<file path="config.mk">
export PLATFORM = sky130hd
export DESIGN_NAME = gtxe2_chnl_tx_oob
export DESIGN_NICKNAME = d
export VERILOG_FILES = /design/src/rtl/gtxe2_chnl_tx_oob_pkg.sv /design/src/rtl/gtxe2_chnl_tx_oob_burstgen.sv /design/src/rtl/gtxe2_chnl_tx_oob.sv
export SDC_FILE = /design/constraint.sdc
export NUM_CORES = 1
export LEC_CHECK = 0
export ABC_AREA = 0
export CORE_MARGIN = 5
export CORE_UTILIZATION = 50
export CTS_BUF_LIST = sky130_fd_sc_hd__clkbuf_8
export CTS_CLUSTER_SIZE = 14
export DETAILED_ROUTE_END_ITERATION = 8
export PLACE_DENSITY = 0.78
export REMOVE_ABC_BUFFERS = 1
export SYNTH_ARGS = -nofsm -noshare
export SYNTH_HDL_FRONTEND = slang
export SYNTH_SLANG_ARGS = --single-unit
</file>
<file path="constraint.sdc">
create_clock -name clk -period 3.3 [get_ports clk]
set_input_delay 0.825 -clock clk [delete_from_list [all_inputs] [get_ports clk]]
set_output_delay 0.825 -clock clk [all_outputs]
set_load 0.01 [all_outputs]
</file>
<file path="src/rtl/gtxe2_chnl_tx_oob_pkg.sv">
// Shared definitions for the GTXE2 transmit OOB generator.
//   - oob_state_e : sequencer states (IDLE / BURST / GAP)
//   - DEF_*       : default SATA OOB timing in UI (one serial clock each)
//   - max2        : helper used to size the UI counter
package gtxe2_chnl_tx_oob_pkg;

  typedef enum logic [1:0] {
    IDLE  = 2'd0,
    BURST = 2'd1,
    GAP   = 2'd2
  } oob_state_e;

  localparam int unsigned DEF_BURST_COUNT   = 6;
  localparam int unsigned DEF_BURST_LEN     = 160;
  localparam int unsigned DEF_INIT_IDLE_LEN = 480;
  localparam int unsigned DEF_WAKE_IDLE_LEN = 160;
  localparam int unsigned DEF_SAS_IDLE_LEN  = 1440;

  function automatic int unsigned max2(input int unsigned a, input int unsigned b);
    return (a > b) ? a : b;
  endfunction

endpackage

</file>
<file path="src/rtl/gtxe2_chnl_tx_oob_burstgen.sv">
// Burst pattern generator for the OOB sequencer.
// Produces the alternating 1/0 burst pattern and flags the last UI of a burst.
//   clk, rst_n : serial clock, synchronous active-low reset
//   en_i       : sequencer is in BURST
//   start_i    : sequencer enters BURST on this edge (pattern restarts at 1)
//   ucnt_i     : current UI count within the burst
//   ptn_o      : burst pattern bit (TXP value during a burst)
//   eob_o      : last UI of the burst
module gtxe2_chnl_tx_oob_burstgen
  import gtxe2_chnl_tx_oob_pkg::*;
#(
  parameter int unsigned BURST_LEN = DEF_BURST_LEN,
  parameter int unsigned UW        = 8
) (
  input  logic          clk,
  input  logic          rst_n,
  input  logic          en_i,
  input  logic          start_i,
  input  logic [UW-1:0] ucnt_i,
  output logic          ptn_o,
  output logic          eob_o
);

  logic ptn_q, ptn_d;

  // Loaded with 1 on the entry edge so the first burst UI is already high.
  always_comb begin
    ptn_d = ptn_q;
    if (start_i)   ptn_d = 1'b1;
    else if (en_i) ptn_d = ~ptn_q;
  end

  always_ff @(posedge clk) begin
    if (!rst_n) ptn_q <= 1'b0;
    else        ptn_q <= ptn_d;
  end

  assign ptn_o = ptn_q;
  assign eob_o = en_i && (ucnt_i == UW'(BURST_LEN - 1));

endmodule

</file>
<file path="src/rtl/gtxe2_chnl_tx_oob.sv">
// GTXE2 channel transmit-side OOB signalling generator (COMINIT/COMWAKE,
// optionally COMSAS). One clk cycle is one UI. On a request it emits
// BURST_COUNT bursts of alternating data, each followed by an electrical-idle
// gap, then pulses TXCOMFINISH. Outside a sequence it passes serial data
// through or drives electrical idle.
// Optional feature macro: GTXE2_CHNL_TX_OOB_SAS_EN (adds TXCOMSAS input).
//   clk, rst_n  : serial clock, synchronous active-low reset
//   txser_in    : serializer output
//   TXELECIDLE  : drive idle when no sequence is running
//   TXCOMINIT   : COMINIT/COMRESET request (level, highest priority)
//   TXCOMWAKE   : COMWAKE request (level)
//   TXCOMSAS    : COMSAS request (level, lowest priority, macro only)
//   TXCOMFINISH : one-cycle pulse when a sequence completes
//   busy        : sequence in progress
//   TXP, TXN    : serial pins
module gtxe2_chnl_tx_oob
  import gtxe2_chnl_tx_oob_pkg::*;
#(
  parameter int unsigned BURST_COUNT   = DEF_BURST_COUNT,
  parameter int unsigned BURST_LEN     = DEF_BURST_LEN,
  parameter int unsigned INIT_IDLE_LEN = DEF_INIT_IDLE_LEN,
  parameter int unsigned WAKE_IDLE_LEN = DEF_WAKE_IDLE_LEN,
  parameter int unsigned SAS_IDLE_LEN  = DEF_SAS_IDLE_LEN
) (
  input  logic clk,
  input  logic rst_n,
  input  logic txser_in,
  input  logic TXELECIDLE,
  input  logic TXCOMINIT,
  input  logic TXCOMWAKE,
`ifdef GTXE2_CHNL_TX_OOB_SAS_EN
  input  logic TXCOMSAS,
`endif
  output logic TXCOMFINISH,
  output logic busy,
  output logic TXP,
  output logic TXN
);

  // Sized for every length the parameter set can name (SAS included), so the
  // counter width does not change when the SAS option is switched on.
  localparam int unsigned MAXLEN = max2(max2(BURST_LEN, INIT_IDLE_LEN),
                                        max2(WAKE_IDLE_LEN, SAS_IDLE_LEN));
  localparam int unsigned UW     = $clog2(MAXLEN + 1);

  oob_state_e    state_q, state_d;
  logic [UW-1:0] ucnt_q, ucnt_d;
  logic [UW-1:0] gap_q, gap_d;
  logic [3:0]    bcnt_q, bcnt_d;
  logic          fin_q, fin_d;
  logic          busy_q, busy_d;
  logic          go;
  logic          start;
  logic          ptn, eob;

  always_comb begin
    state_d = state_q;
    ucnt_d  = ucnt_q;
    gap_d   = gap_q;
    bcnt_d  = bcnt_q;
    busy_d  = busy_q;
    fin_d   = 1'b0;
    go      = 1'b0;
    unique case (state_q)
      IDLE: begin
        if (TXCOMINIT) begin
          gap_d = UW'(INIT_IDLE_LEN);
          go    = 1'b1;
        end else if (TXCOMWAKE) begin
          gap_d = UW'(WAKE_IDLE_LEN);
          go    = 1'b1;
        end
`ifdef GTXE2_CHNL_TX_OOB_SAS_EN
        else if (TXCOMSAS) begin
          gap_d = UW'(SAS_IDLE_LEN);
          go    = 1'b1;
        end
`endif
        if (go) begin
          state_d = BURST;
          ucnt_d  = '0;
          bcnt_d  = '0;
          busy_d  = 1'b1;
        end
      end
      BURST: begin
        if (eob) begin
          state_d = GAP;
          ucnt_d  = '0;
        end else begin
          ucnt_d = ucnt_q + UW'(1);
        end
      end
      GAP: begin
        if (ucnt_q == gap_q - UW'(1)) begin
          ucnt_d = '0;
          if (bcnt_q == 4'(BURST_COUNT - 1)) begin
            state_d = IDLE;
            bcnt_d  = '0;
            busy_d  = 1'b0;
            fin_d   = 1'b1;
          end else begin
            state_d = BURST;
            bcnt_d  = bcnt_q + 4'd1;
          end
        end else begin
          ucnt_d = ucnt_q + UW'(1);
        end
      end
      default: begin
        state_d = IDLE;
        ucnt_d  = '0;
        bcnt_d  = '0;
        busy_d  = 1'b0;
      end
    endcase
  end

  always_ff @(posedge clk) begin
    if (!rst_n) begin
      state_q <= IDLE;
      ucnt_q  <= '0;
      gap_q   <= '0;
      bcnt_q  <= '0;
      fin_q   <= 1'b0;
      busy_q  <= 1'b0;
    end else begin
      state_q <= state_d;
      ucnt_q  <= ucnt_d;
      gap_q   <= gap_d;
      bcnt_q  <= bcnt_d;
      fin_q   <= fin_d;
      busy_q  <= busy_d;
    end
  end

  // Pattern restarts on every entry into BURST (from IDLE or from a gap).
  assign start = (state_d == BURST) && (state_q != BURST);

  gtxe2_chnl_tx_oob_burstgen #(
    .BURST_LEN (BURST_LEN),
    .UW        (UW)
  ) u_burstgen (
    .clk     (clk),
    .rst_n   (rst_n),
    .en_i    (state_q == BURST),
    .start_i (start),
    .ucnt_i  (ucnt_q),
    .ptn_o   (ptn),
    .eob_o   (eob)
  );

  // Pins are forced low combinationally while reset is held, so an abort
  // silences the line in the same cycle reset is asserted.
  always_comb begin
    TXP = 1'b0;
    TXN = 1'b0;
    if (rst_n) begin
      unique case (state_q)
        IDLE: begin
          if (!TXELECIDLE) begin
            TXP = txser_in;
            TXN = ~txser_in;
          end
        end
        BURST: begin
          TXP = ptn;
          TXN = ~ptn;
        end
        default: ;
      endcase
    end
  end

  assign TXCOMFINISH = fin_q;
  assign busy        = busy_q;

endmodule
</file>
After elaboration in Yosys (flattened, before gate mapping)
Cells that the tools add are included.

Add/sub/neg operators: 3. Shift operators: 0. Order comparisons: 0. Mux-type cells: 31. Bitwise operators: 3. Eq/ne operators: 10. Reduce and logical (&&, ||, !) cells: 9. Multiply operators: 0. Div/mod/pow operators: 0.

Operators by type and width (number): $mux W11 (5); $pmux W11 S3 (1); $mux W1 (14); $mux W4 (3); $pmux W4 S3 (1); $add A11 B1 Y11 const B (1); $eq A11 B11 Y1 (1); $eq A11 B8 Y1 const B (1); $sub A11 B1 Y11 const B (1); $mux W2 (3); $ne A2 B2 Y1 const B (3); $pmux W2 S3 (1); $reduce_and A3 Y1 (2); $add A4 B1 Y4 const B (1); $eq A2 B1 Y1 const B (2); $eq A4 B3 Y1 const B (1); $pmux W1 S2 (2); $reduce_and A4 Y1 (1); $reduce_bool A2 Y1 (2); $not A1 Y1 (3); $pmux W1 S3 (1); $eq A2 B2 Y1 const B (1); $logic_and A1 B1 Y1 (2); $logic_not A2 Y1 (1); other kinds (2) (2).

Output and inout port bits: 4. Memory bits (writable): 0. Memories kept: 0. Logic and storage cells: 63. Latch bits: 0. Bits in registers: 31. Bits in read-only memories: 0.

Logic depth before layout (Yosys ltp)
Gate-level depths: netlist of the first run.

Depth in word-level cells: 8. Gate-level depth with buffers: 8.

Cells and area by module
From an unflattened synthesis of the first run, not the netlist that was laid out.

Cell total of the unflattened synthesis: 173. Area, all modules: 1416.4 sq um.

Modules (own cells, without submodules): gtxe2_chnl_tx_oob (area each 1338.8 sq um, instances 1, cells each 166, seq. area each 420.4 sq um); gtxe2_chnl_tx_oob_burstgen (area each 77.6 sq um, instances 1, cells each 7, seq. area each 20.0 sq um).

Worst setup path after synthesis of the first run
OpenSTA, ideal clock, no wires.

Kind: input-to-reg. Start: input TXCOMINIT. End: register ucnt_q[10]. Data arrival time: 2.066 ns. Slack: 1.097 ns. Stages: 6. Cells stage by stage: or3b_2 clkbuf_1 and4_1 nand4_1 xor2_1 a211oi_1.

Longest elaborated chain between the ends: 3.

RTL lines: start, declared (line gtxe2_chnl_tx_oob.sv:29) `input logic TXCOMINIT,`; $mux W1 (line gtxe2_chnl_tx_oob.sv:66) `if (TXCOMINIT) begin`; $mux W1 (line gtxe2_chnl_tx_oob.sv:64) `unique case (state_q)`; $ne A2 B2 Y1 (no source line); end signal, assigned (line gtxe2_chnl_tx_oob.sv:129) `ucnt_q <= ucnt_d;`; end, declared (line gtxe2_chnl_tx_oob.sv:47) `logic [UW-1:0] ucnt_q, ucnt_d;`.

No other way between the ends. The select of a mux whose other input is x is not followed. A chain may end at the register's enable or synchronous reset.

Final worst setup path of the first run
Start: input txser_in. End: output TXN.

Longest elaborated chain between the ends: 4.

RTL lines: start, declared (line gtxe2_chnl_tx_oob.sv:27) `input logic txser_in,`; $not A1 Y1 (line gtxe2_chnl_tx_oob.sv:163) `TXN = ~txser_in;`; $mux W1 (line gtxe2_chnl_tx_oob.sv:161) `if (!TXELECIDLE) begin`; $pmux W1 S2 (line gtxe2_chnl_tx_oob.sv:159) `unique case (state_q)`; $mux W1 (line gtxe2_chnl_tx_oob.sv:158) `if (rst_n) begin`; end, declared (line gtxe2_chnl_tx_oob.sv:37) `output logic TXN`.

No other way between the ends.

==> impl_metrics.xml, run 1 <==
<?xml version="1.0" encoding="UTF-8"?>
<metrics>
  <group name="status">
    <metric name="outcome" unit="">finished, final reports clean</metric>
  </group>
  <group name="clock_network">
    <metric name="cts-buffers-inserted" unit="">3</metric>
    <metric name="cts_buffer_depth" unit="">2</metric>
    <metric name="ctsHtreeMaxLevel" unit="">1</metric>
    <metric name="cts.repair.resized" unit="">0</metric>
    <metric name="worst_setup_hold_path_clk_slew" unit="ns">0.08</metric>
    <metric name="ctsHoldBuffers" unit="">0</metric>
    <metric name="insertion_delay" unit="ns">0.26</metric>
    <metric name="tritoncts" unit="">done</metric>
    <metric name="cts_setup_buffers" unit="">0</metric>
    <metric name="tritoncts_num_sinks" unit="">22</metric>
    <metric name="clk_root_buffer_cell" unit="">sky130_fd_sc_hd__clkbuf_8</metric>
  </group>
  <group name="critical_path">
    <metric name="worst-setup-path-type" unit="">in -&gt; out</metric>
    <metric name="timing.critical_path.to_type" unit="">output port</metric>
    <metric name="cp-start-kind" unit="">input port</metric>
    <metric name="crit_required" unit="ns">2.47</metric>
    <metric name="cp_data_arrival_time" unit="ns">2.14</metric>
    <metric name="timing.reg2reg.worst_path_depth" unit="">7</metric>
    <metric name="path_max_fanout" unit="">2</metric>
    <metric name="setup.reg_to_reg.worst_slack" unit="ns">0.94</metric>
  </group>
  <group name="synth">
    <metric name="synthesis.yosys.warnings" unit="">0</metric>
    <metric name="synthArstFlopShare" unit="">0</metric>
    <metric name="synth_largest_area_cell" unit="">sky130_fd_sc_hd__dfxtp_1</metric>
    <metric name="postSynthAreaPerCell" unit="µm²">8.60</metric>
    <metric name="proportion_of_netlist_area_held_by_the_largest_area_contributor" unit="">0.333</metric>
    <metric name="synth.area.top_cells" unit="">sky130_fd_sc_hd__dfxtp_1 (33%), sky130_fd_sc_hd__ha_1 (9.5%), sky130_fd_sc_hd__a211oi_1 (6.8%)</metric>
    <metric name="syn-instance-count" unit="">154</metric>
    <metric name="synth.yosys.seq_area_share" unit="">0.333</metric>
    <metric name="netlist_area" unit="mm²">0.00132</metric>
    <metric name="dominantRegCellSynth" unit="">sky130_fd_sc_hd__dfxtp_1</metric>
    <metric name="synth_most_common_cell" unit="">sky130_fd_sc_hd__dfxtp_1</metric>
    <metric name="post_synth_num_cell_types" unit="">38</metric>
    <metric name="synth_seq_cells" unit="">22</metric>
    <metric name="synth_enable_flop_cells" unit="">0</metric>
    <metric name="synth_top_cells_by_count" unit="">sky130_fd_sc_hd__dfxtp_1 (22), sky130_fd_sc_hd__a211oi_1 (12), sky130_fd_sc_hd__nand2_1 (11)</metric>
  </group>
  <group name="final_layout">
    <metric name="diodes" unit="">0</metric>
    <metric name="layout-drive-gt1-share" unit="">0.0617</metric>
    <metric name="design_area" unit="mm²">0.00148</metric>
    <metric name="num-fill-cells" unit="">228</metric>
    <metric name="num-nets-final" unit="">180</metric>
    <metric name="syn2layout_area_growth" unit="%">12.1</metric>
  </group>
  <group name="grt">
    <metric name="grtUsageTotal" unit="">0.166</metric>
    <metric name="initial_antenna_violation_count" unit="">0</metric>
    <metric name="grt_pass1_vias" unit="">1128</metric>
    <metric name="global_route_wire_length_before_repair" unit="µm">4780</metric>
    <metric name="pin_count_of_the_biggest_net_entering_global_routing" unit="">21</metric>
    <metric name="grt_overflow" unit="">0</metric>
  </group>
  <group name="die">
    <metric name="floorplan.io_pins" unit="">10</metric>
    <metric name="rows" unit="">18</metric>
    <metric name="die_height" unit="µm">61.5</metric>
    <metric name="die_w" unit="µm">61.5</metric>
    <metric name="core_region_area" unit="mm²">0.00250</metric>
    <metric name="effective_utilization_at_floorplan" unit="">0.530</metric>
    <metric name="floorplan.die_area" unit="mm²">0.00378</metric>
  </group>
  <group name="detailed_routing">
    <metric name="initialDrtViolationCount" unit="">48</metric>
    <metric name="totalWireLength" unit="µm">2790</metric>
    <metric name="vias_per_instance" unit="">5.94</metric>
    <metric name="dr_total_vias" unit="">1141</metric>
    <metric name="wl_per_cell" unit="µm">14.5</metric>
    <metric name="ant_nets" unit="">0</metric>
    <metric name="first_pass_iters" unit="">4</metric>
    <metric name="post-route-drc-count" unit="">0</metric>
  </group>
  <group name="timing">
    <metric name="drv_slew" unit="">0</metric>
    <metric name="final_min_period_over_clock_period" unit="">0.898</metric>
    <metric name="fmaxAchievable" unit="GHz">0.338</metric>
    <metric name="whs" unit="ns">0.500</metric>
    <metric name="finalCriticalPeriod" unit="ns">2.96</metric>
    <metric name="skew" unit="ns">0.00492</metric>
    <metric name="worst-slew-pin-transition" unit="ns">0.513</metric>
    <metric name="setup_repair_after_global_routing_missed_its_margin" unit="">no</metric>
    <metric name="setup_ws" unit="ns">0.338</metric>
    <metric name="tns_setup" unit="ns">0</metric>
    <metric name="finalSetupViolations" unit="">0</metric>
    <metric name="count_of_final_hold_check_violations" unit="">0</metric>
    <metric name="worst_slew_margin_relative_to_its_limit" unit="">0.657</metric>
  </group>
  <group name="placed_design">
    <metric name="dp_slack" unit="ns">0.327</metric>
    <metric name="placement.io_buffers" unit="">9</metric>
    <metric name="routabilityCongestion" unit="">0.762</metric>
    <metric name="hpwlAfterDp" unit="µm">2050</metric>
    <metric name="postPlaceCellArea" unit="mm²">0.00144</metric>
  </group>
  <group name="worst_hold_path">
    <metric name="holdCritPathClass" unit="">reg -&gt; reg</metric>
    <metric name="worst_hold_path.num_cells" unit="">2</metric>
  </group>
  <group name="pwr">
    <metric name="power_leakage" unit="nW">0.539</metric>
    <metric name="pwr_density_cell" unit="mW/mm²">360</metric>
    <metric name="vdd_drop_max" unit="µV">234</metric>
  </group>
  <group name="flow_run">
    <metric name="drv.max_cap_violation_count" unit="">0</metric>
  </group>
</metrics>
[power by group]
part,internal (mW),switching (mW)
Sequential,0.274,0.00823
Clock,0.0813,0.0828
Combinational,0.0385,0.0496
Total,0.394,0.141
[worst max-delay path: stages]
cell	delay, ns
sky130_fd_sc_hd__clkdlybuf4s50_1	0.42
sky130_fd_sc_hd__nor3b_1	0.20
sky130_fd_sc_hd__a21oi_1	0.06
sky130_fd_sc_hd__nor2_1	0.09
sky130_fd_sc_hd__clkdlybuf4s50_1	0.54
[state kept, by name, summed over array words and instances (netlist names)]
name	count
TXCOMFINISH	1
bcnt_q	4
busy	1
gap_q	2
state_q	2
u_burstgen.ptn_o	1
ucnt_q	11
[per-layer routing]
layer	vias to the layer above	GRT usage	routed length (µm)
li1	584	-	-
met1	541	0.210	1350
met2	14	0.289	1350
met3	2	0.0252	80
met4	0	0.0545	9
met5	-	0	0
[area by class of cell]
cell class	count	area, µm²	area share
Multi-Input combinational cell	119	833	0.562
Inverter	7	26.3	0.0177
Timing Repair Buffer	11	105	0.0708
Clock buffer	3	41.3	0.0278
Sequential cell	22	440	0.297
Tap cell	30	37.5	0.0253
[through the flow]
stage / util / total power, mW / std cells
after global routing: 0.594 / 0.566 / 192
after detailed placement: 0.577 / 0.376 / 189
after CTS: 0.594 / 0.541 / 192
after global placement: 0.577 / 0.372 / 189
final: 0.594 / 0.534 / 192
after floorplan: - / 0.344 / 148
[cell usage in the layout, fill, tap and decap left out, types with 2 or more instances in the layout]
cell and instances:
sky130_fd_sc_hd__and4_1 2, sky130_fd_sc_hd__xnor2_1 6, sky130_fd_sc_hd__xor2_1 8, sky130_fd_sc_hd__dfxtp_1 22
sky130_fd_sc_hd__inv_1 7, sky130_fd_sc_hd__o211ai_1 2, sky130_fd_sc_hd__and3_1 2, sky130_fd_sc_hd__a32o_1 2
sky130_fd_sc_hd__nand4_1 4, sky130_fd_sc_hd__nor4_1 2, sky130_fd_sc_hd__o31ai_1 3, sky130_fd_sc_hd__nand2b_1 2
sky130_fd_sc_hd__nor2_1 9, sky130_fd_sc_hd__o21ai_0 7, sky130_fd_sc_hd__buf_4 2, sky130_fd_sc_hd__nor3_1 5
sky130_fd_sc_hd__clkdlybuf4s50_1 9, sky130_fd_sc_hd__nand2_1 11, sky130_fd_sc_hd__a21oi_1 9, sky130_fd_sc_hd__ha_1 10
sky130_fd_sc_hd__nand3b_1 2, sky130_fd_sc_hd__or4_1 2, sky130_fd_sc_hd__nand3_1 5, sky130_fd_sc_hd__nor3b_1 2
sky130_fd_sc_hd__a211oi_1 12, sky130_fd_sc_hd__clkbuf_8 3
[kinds of logic after synthesis]
| group | Yosys count | synth area share |
|---|---|---|
| AOI/OAI and AO/OA | 40 | 0.209 |
| adders and majority gates | 10 | 0.0945 |
| muxes | 1 | 0.00756 |
| and+or+nand+nor | 54 | 0.226 |
| xor gates and xnor gates | 14 | 0.0926 |
| buffers and inverters | 13 | 0.0378 |
| DFF | 22 | 0.333 |
[path summary, 6_finish.rpt]
check / start / end
max: txser_in / TXN
min: busy / busy
max reg2reg: state_q[0] / u_burstgen.ptn_o
min reg2reg: busy / busy
(Power assumes the default switching activity.)
==> run 2, diff against run 1 <==
CORE_ASPECT_RATIO = 0.5   (was unset)
==> run 2 against run 1 <==
Worst hold slack lost 0.015 ns. Fmax shrank 0.47%. Global-route usage is 0.26 points lower. Sequential power hardly changed. Cell area up 0.59%. Critical path depth is 1 lower. Largest power group unchanged.
==> impl_metrics.xml, run 2 (synthesis results as in run 1) <==
<?xml version="1.0" encoding="UTF-8"?>
<metrics>
  <group name="critical_path">
    <metric name="worst-setup-path-type" unit="">in -&gt; out</metric>
    <metric name="r2r_start" unit="">state_q[0]</metric>
    <metric name="crit_required" unit="ns">2.47</metric>
    <metric name="critPathMostFrequentCell" unit="">sky130_fd_sc_hd__clkdlybuf4s50_1</metric>
    <metric name="critical_path.slowest_cell" unit="">sky130_fd_sc_hd__clkdlybuf4s50_1</metric>
    <metric name="cp-start-kind" unit="">input port</metric>
    <metric name="capturing_point_of_the_worst_reg2reg_path" unit="">bcnt_q[1]</metric>
    <metric name="slowest_delay" unit="ns">0.56</metric>
    <metric name="timing.reg2reg.worst_path_depth" unit="">6</metric>
    <metric name="critical_path.cell_chain" unit="">clkdlybuf4s50_1 -&gt; inv_1 -&gt; a21oi_1 -&gt; clkdlybuf4s50_1</metric>
    <metric name="cp_data_arrival_time" unit="ns">2.15</metric>
    <metric name="setup.reg_to_reg.worst_slack" unit="ns">0.99</metric>
    <metric name="timing.critical_path.to_type" unit="">output port</metric>
    <metric name="path_max_fanout" unit="">5</metric>
  </group>
  <group name="final_layout">
    <metric name="layout-drive-gt1-share" unit="">0.0617</metric>
    <metric name="regMostFlops" unit="">ucnt_q</metric>
    <metric name="final_common_cell" unit="">sky130_fd_sc_hd__dfxtp_1</metric>
    <metric name="num-fill-cells" unit="">245</metric>
    <metric name="syn2layout_area_growth" unit="%">12.8</metric>
    <metric name="largestRegisters" unit="">ucnt_q: 11 flops, bcnt_q: 4 flops</metric>
    <metric name="layout.cells.most_common_list" unit="">sky130_fd_sc_hd__dfxtp_1 (22), sky130_fd_sc_hd__a211oi_1 (12), sky130_fd_sc_hd__nand2_1 (11)</metric>
    <metric name="number_of_flip_flops_in_the_largest_register" unit="">11</metric>
    <metric name="diodes" unit="">0</metric>
    <metric name="num-nets-final" unit="">180</metric>
  </group>
  <group name="clock_network">
    <metric name="ctsHoldBuffers" unit="">0</metric>
    <metric name="cts_setup_buffers" unit="">0</metric>
    <metric name="clk_root_buffer_cell" unit="">sky130_fd_sc_hd__clkbuf_8</metric>
    <metric name="tritoncts_num_sinks" unit="">22</metric>
    <metric name="cts.repair.resized" unit="">0</metric>
    <metric name="insertion_delay" unit="ns">0.26</metric>
    <metric name="cts-buffers-inserted" unit="">3</metric>
    <metric name="worst_setup_hold_path_clk_slew" unit="ns">0.07</metric>
    <metric name="tritoncts" unit="">done</metric>
    <metric name="ctsHtreeMaxLevel" unit="">1</metric>
    <metric name="cts_buffer_depth" unit="">2</metric>
  </group>
  <group name="detailed_routing">
    <metric name="totalWireLength" unit="µm">2640</metric>
    <metric name="post-route-drc-count" unit="">0</metric>
    <metric name="vias_per_instance" unit="">5.58</metric>
    <metric name="ant_nets" unit="">0</metric>
    <metric name="initialDrtViolationCount" unit="">60</metric>
    <metric name="first_pass_iters" unit="">4</metric>
    <metric name="dr_total_vias" unit="">1110</metric>
    <metric name="wl_per_cell" unit="µm">13.2</metric>
  </group>
  <group name="grt">
    <metric name="grt_overflow" unit="">0</metric>
    <metric name="grt_pass1_vias" unit="">1056</metric>
    <metric name="grtUsageTotal" unit="">0.164</metric>
    <metric name="pin_count_of_the_biggest_net_entering_global_routing" unit="">21</metric>
    <metric name="initial_antenna_violation_count" unit="">0</metric>
    <metric name="global_route_wire_length_before_repair" unit="µm">4820</metric>
  </group>
  <group name="die">
    <metric name="floorplan.io_pins" unit="">10</metric>
    <metric name="core_region_area" unit="mm²">0.00257</metric>
    <metric name="die_height" unit="µm">46.4</metric>
    <metric name="die_w" unit="µm">82.8</metric>
    <metric name="floorplan.die_area" unit="mm²">0.00384</metric>
    <metric name="rows" unit="">13</metric>
    <metric name="effective_utilization_at_floorplan" unit="">0.515</metric>
  </group>
  <group name="worst_hold_path">
    <metric name="hold_path_startpoint" unit="">busy</metric>
    <metric name="worstHoldEndpoint" unit="">busy</metric>
    <metric name="holdCritPathClass" unit="">reg -&gt; reg</metric>
    <metric name="worst_hold_path.num_cells" unit="">2</metric>
  </group>
  <group name="timing">
    <metric name="worst_slew_margin_relative_to_its_limit" unit="">0.690</metric>
    <metric name="skew" unit="ns">0.00287</metric>
    <metric name="final_min_period_over_clock_period" unit="">0.902</metric>
    <metric name="setup_repair_after_global_routing_missed_its_margin" unit="">no</metric>
    <metric name="worst-slew-pin-transition" unit="ns">0.460</metric>
    <metric name="tns_setup" unit="ns">0</metric>
    <metric name="setup_ws" unit="ns">0.324</metric>
    <metric name="fmaxAchievable" unit="GHz">0.336</metric>
    <metric name="finalSetupViolations" unit="">0</metric>
    <metric name="finalCriticalPeriod" unit="ns">2.98</metric>
    <metric name="drv_slew" unit="">0</metric>
    <metric name="count_of_final_hold_check_violations" unit="">0</metric>
  </group>
  <group name="status">
    <metric name="outcome" unit="">finished, final reports clean</metric>
  </group>
  <group name="placed_design">
    <metric name="routabilityCongestion" unit="">0.798</metric>
    <metric name="hpwlAfterDp" unit="µm">1930</metric>
    <metric name="dp_slack" unit="ns">0.336</metric>
    <metric name="placement.io_buffers" unit="">9</metric>
  </group>
  <group name="flow_run">
    <metric name="drv.max_cap_violation_count" unit="">0</metric>
  </group>
  <group name="pwr">
    <metric name="vdd_drop_max" unit="µV">191</metric>
    <metric name="power_leakage" unit="nW">0.539</metric>
    <metric name="post-layout-total-power" unit="mW">0.534</metric>
    <metric name="pwr_density_cell" unit="mW/mm²">358</metric>
  </group>
</metrics>
-- run 2: cell counts in the layout (fill, tap and decap cells not counted) --
Identical to the previous run, type by type.
-- run 2: cell type report --
| type | count | area [µm²] | share of cell area |
|---|---|---|---|
| Tap cell | 37 | 46.3 | 0.0310 |
| Multi-Input combinational cell | 119 | 833 | 0.558 |
| Inverter | 7 | 26.3 | 0.0176 |
| Sequential cell | 22 | 440 | 0.295 |
| Clock buffer | 3 | 41.3 | 0.0277 |
| Timing Repair Buffer | 11 | 105 | 0.0704 |
-- run 2: worst max-delay path by stage --
stage,start,endpoint,slack (ns),cells past startpoint
2_1_floorplan,ucnt_q[10],ucnt_q[0],1.04,5
3_3_place_gp,txser_in,TXN,0.35,5
3_5_place_dp,txser_in,TXN,0.34,5
4_1_cts,txser_in,TXN,0.32,5
5_1_grt,txser_in,TXN,0.23,5
6_report,rst_n,TXP,0.32,4
-- run 2: per-stage QoR --
stage	hold slack (ns)	instances	utilization	cell area [µm²]
2_1_floorplan	0.480	148	-	1300
3_3_place_gp	0.471	196	0.565	1450
3_5_place_dp	0.475	196	0.565	1450
4_1_cts	0.491	199	0.581	1490
5_1_grt	0.516	199	0.581	1490
6_report	0.485	199	0.581	1490
-- run 2: power by group --
group	switching (mW)	internal, mW	leakage [nW]
Combinational	0.0504	0.0386	0.339
Sequential	0.00848	0.274	0.179
Clock	0.0817	0.0814	0.0216
-- run 2: per-layer routing --
layer / global-route usage / vias to the layer above / share of wire
met4: 0.0391 / 0 / 0
met2: 0.269 / 9 / 0.46
met3: 0.0469 / 0 / 0.021
met5: 0 / - / 0
li1: - / 582 / -
met1: 0.214 / 519 / 0.51
-- run 2: worst max-delay path, delay by kind of cell --
kind	cells	cell delay (ns)
compound gates	1	0.12
buf+inv	3	1.20
==> run 3, diff against run 2 <==
CAP_MARGIN = 5   (was unset)
CORE_ASPECT_RATIO = unset   (was 0.5)
CORE_UTILIZATION = 64   (was 50)
PLACE_DENSITY = 0.94   (was 0.78)
==> run 3 against run 2 <==
Fmax shrank 3.2%. Routed wire length grew 17%. First-iteration DRC count shrank 58%. Flip-flop and latch count is the same. Critical path type unchanged.
==> impl_metrics.xml, run 3 (synthesis results as in run 1) <==
<?xml version="1.0" encoding="UTF-8"?>
<metrics>
  <group name="final_layout">
    <metric name="diodes" unit="">0</metric>
    <metric name="multiInputGateArea" unit="µm²">833</metric>
    <metric name="final-seq-area" unit="µm²">440</metric>
    <metric name="final_common_cell" unit="">sky130_fd_sc_hd__dfxtp_1</metric>
    <metric name="syn2layout_area_growth" unit="%">14.1</metric>
    <metric name="layout-drive-gt1-share" unit="">0.0675</metric>
    <metric name="layout.cells.most_common_list" unit="">sky130_fd_sc_hd__dfxtp_1 (22), sky130_fd_sc_hd__a211oi_1 (12), sky130_fd_sc_hd__nand2_1 (11)</metric>
    <metric name="number_of_flip_flops_in_the_largest_register" unit="">11</metric>
    <metric name="num-nets-final" unit="">180</metric>
    <metric name="largestRegisters" unit="">ucnt_q: 11 flops, bcnt_q: 4 flops</metric>
    <metric name="regMostFlops" unit="">ucnt_q</metric>
    <metric name="num-fill-cells" unit="">134</metric>
  </group>
  <group name="detailed_routing">
    <metric name="first_pass_iters" unit="">4</metric>
    <metric name="vias_per_instance" unit="">6.33</metric>
    <metric name="wl_per_cell" unit="µm">16.2</metric>
    <metric name="ant_nets" unit="">0</metric>
    <metric name="dr_total_vias" unit="">1203</metric>
    <metric name="totalWireLength" unit="µm">3080</metric>
    <metric name="post-route-drc-count" unit="">0</metric>
    <metric name="initialDrtViolationCount" unit="">25</metric>
  </group>
  <group name="clock_network">
    <metric name="worst_setup_hold_path_clk_slew" unit="ns">0.08</metric>
    <metric name="tritoncts" unit="">done</metric>
    <metric name="ctsHoldBuffers" unit="">0</metric>
    <metric name="ctsHtreeMaxLevel" unit="">1</metric>
    <metric name="insertion_delay" unit="ns">0.26</metric>
    <metric name="tritoncts_num_sinks" unit="">22</metric>
    <metric name="cts-buffers-inserted" unit="">3</metric>
    <metric name="cts_setup_buffers" unit="">0</metric>
    <metric name="cts_buffer_depth" unit="">2</metric>
    <metric name="clk_root_buffer_cell" unit="">sky130_fd_sc_hd__clkbuf_8</metric>
    <metric name="cts.repair.resized" unit="">0</metric>
  </group>
  <group name="timing">
    <metric name="drv_slew" unit="">0</metric>
    <metric name="setup_ws" unit="ns">0.225</metric>
    <metric name="skew" unit="ns">0.00841</metric>
    <metric name="finalCriticalPeriod" unit="ns">3.07</metric>
    <metric name="finalSetupViolations" unit="">0</metric>
    <metric name="final_min_period_over_clock_period" unit="">0.932</metric>
    <metric name="setup_repair_after_global_routing_missed_its_margin" unit="">no</metric>
    <metric name="count_of_final_hold_check_violations" unit="">0</metric>
    <metric name="fmaxAchievable" unit="GHz">0.325</metric>
    <metric name="tns_setup" unit="ns">0</metric>
    <metric name="worst_slew_margin_relative_to_its_limit" unit="">0.691</metric>
    <metric name="worst-slew-pin-transition" unit="ns">0.462</metric>
  </group>
  <group name="critical_path">
    <metric name="timing.critical_path.to_type" unit="">output port</metric>
    <metric name="r2r_start" unit="">state_q[0]</metric>
    <metric name="setup.reg_to_reg.worst_slack" unit="ns">0.92</metric>
    <metric name="slowest_delay" unit="ns">0.56</metric>
    <metric name="critical_path.cell_chain" unit="">clkdlybuf4s50_1 -&gt; nor3b_1 -&gt; a21oi_1 -&gt; nor2_1 -&gt; clkdlybuf4s50_1</metric>
    <metric name="cp_data_arrival_time" unit="ns">2.25</metric>
    <metric name="critical_path.slowest_cell" unit="">sky130_fd_sc_hd__clkdlybuf4s50_1</metric>
    <metric name="capturing_point_of_the_worst_reg2reg_path" unit="">u_burstgen.ptn_o</metric>
    <metric name="crit_required" unit="ns">2.47</metric>
    <metric name="timing.reg2reg.worst_path_depth" unit="">7</metric>
    <metric name="critPathMostFrequentCell" unit="">sky130_fd_sc_hd__clkdlybuf4s50_1</metric>
    <metric name="cp-start-kind" unit="">input port</metric>
    <metric name="worst-setup-path-type" unit="">in -&gt; out</metric>
    <metric name="path_max_fanout" unit="">2</metric>
  </group>
  <group name="worst_hold_path">
    <metric name="holdCritPathClass" unit="">reg -&gt; reg</metric>
    <metric name="worst_hold_path.num_cells" unit="">2</metric>
    <metric name="worstHoldEndpoint" unit="">busy</metric>
    <metric name="hold_path_startpoint" unit="">busy</metric>
  </group>
  <group name="die">
    <metric name="die_w" unit="µm">55.5</metric>
    <metric name="floorplan.io_pins" unit="">10</metric>
    <metric name="floorplan.die_area" unit="mm²">0.00308</metric>
    <metric name="effective_utilization_at_floorplan" unit="">0.675</metric>
    <metric name="rows" unit="">16</metric>
    <metric name="core_region_area" unit="mm²">0.00196</metric>
    <metric name="die_height" unit="µm">55.5</metric>
  </group>
  <group name="grt">
    <metric name="pin_count_of_the_biggest_net_entering_global_routing" unit="">21</metric>
    <metric name="grtUsageTotal" unit="">0.207</metric>
    <metric name="initial_antenna_violation_count" unit="">0</metric>
    <metric name="global_route_wire_length_before_repair" unit="µm">5240</metric>
    <metric name="grt_overflow" unit="">0</metric>
    <metric name="grt_pass1_vias" unit="">1205</metric>
  </group>
  <group name="pwr">
    <metric name="total_switching_power" unit="mW">0.149</metric>
    <metric name="share_clk_of_total_power" unit="">0.398</metric>
    <metric name="share_comb_of_total_power" unit="">0.150</metric>
    <metric name="switching_share" unit="">0.239</metric>
    <metric name="pwr_density_cell" unit="mW/mm²">413</metric>
    <metric name="internal-power" unit="mW">0.475</metric>
    <metric name="power.sequential.fraction" unit="">0.453</metric>
    <metric name="vdd_drop_max" unit="µV">301</metric>
    <metric name="power_leakage" unit="nW">0.553</metric>
  </group>
  <group name="placed_design">
    <metric name="placement.io_buffers" unit="">9</metric>
    <metric name="dp_slack" unit="ns">0.249</metric>
    <metric name="routabilityCongestion" unit="">0.905</metric>
    <metric name="hpwlAfterDp" unit="µm">2220</metric>
  </group>
  <group name="flow_run">
    <metric name="drv.max_cap_violation_count" unit="">0</metric>
  </group>
  <group name="status">
    <metric name="outcome" unit="">finished, final reports clean</metric>
  </group>
</metrics>
[run 3: cell count changes in the layout (fill, tap and decap cells not counted)]
cell / before / now
sky130_fd_sc_hd__bufinv_16: 0 / 1
[run 3: area by class of cell]
type                            count  share of cell area
Clock inverter                      1              0.0199
Sequential cell                    22               0.292
Tap cell                           27              0.0224
Multi-Input combinational cell    119               0.552
Inverter                            7              0.0174
Clock buffer                        3              0.0273
Timing Repair Buffer               11              0.0696
[run 3: worst max-delay path, delay by kind of cell]
kind,cells,cell delay [ns]
buffers and inverters,2,0.99
AO/OA/AOI/OAI,1,0.07
AND/OR/NAND/NOR,2,0.37
[run 3: power groups by stage]
stage | sequential [mW] | combinational (mW) | clock (mW)
2_1_floorplan | 0.287 | 0.0573 | 0
3_3_place_gp | 0.287 | 0.0839 | 0
3_5_place_dp | 0.288 | 0.0910 | 0
4_1_cts | 0.282 | 0.0925 | 0.251
5_1_grt | 0.283 | 0.101 | 0.264
6_report | 0.282 | 0.0932 | 0.248
[run 3: worst max path at each step]
stage	end	slack [ns]	cells after the start	startpoint
3_3_place_gp	TXN	0.37	5	txser_in
4_1_cts	TXN	0.24	5	txser_in
2_1_floorplan	ucnt_q[0]	1.04	5	ucnt_q[10]
6_report	TXN	0.23	5	txser_in
5_1_grt	TXN	0.20	5	txser_in
3_5_place_dp	TXN	0.25	5	txser_in
[run 3: through the flow]
step | cell area [µm²] | cells | power, mW | hold WS [ns] | utilization
5_1_grt | 1510 | 190 | 0.648 | 0.509 | 0.770
2_1_floorplan | 1300 | 148 | 0.344 | 0.480 | -
6_report | 1510 | 190 | 0.623 | 0.504 | 0.770
4_1_cts | 1510 | 190 | 0.626 | 0.499 | 0.770
3_3_place_gp | 1440 | 186 | 0.371 | 0.458 | 0.733
3_5_place_dp | 1440 | 186 | 0.379 | 0.481 | 0.733
[run 3: metal layers]
layer	track usage	routed length [µm]	up-vias
met5	0	0	-
met4	0.0868	48	0
met3	0.0420	196	8
met2	0.343	1530	51
met1	0.260	1300	560
li1	-	-	584
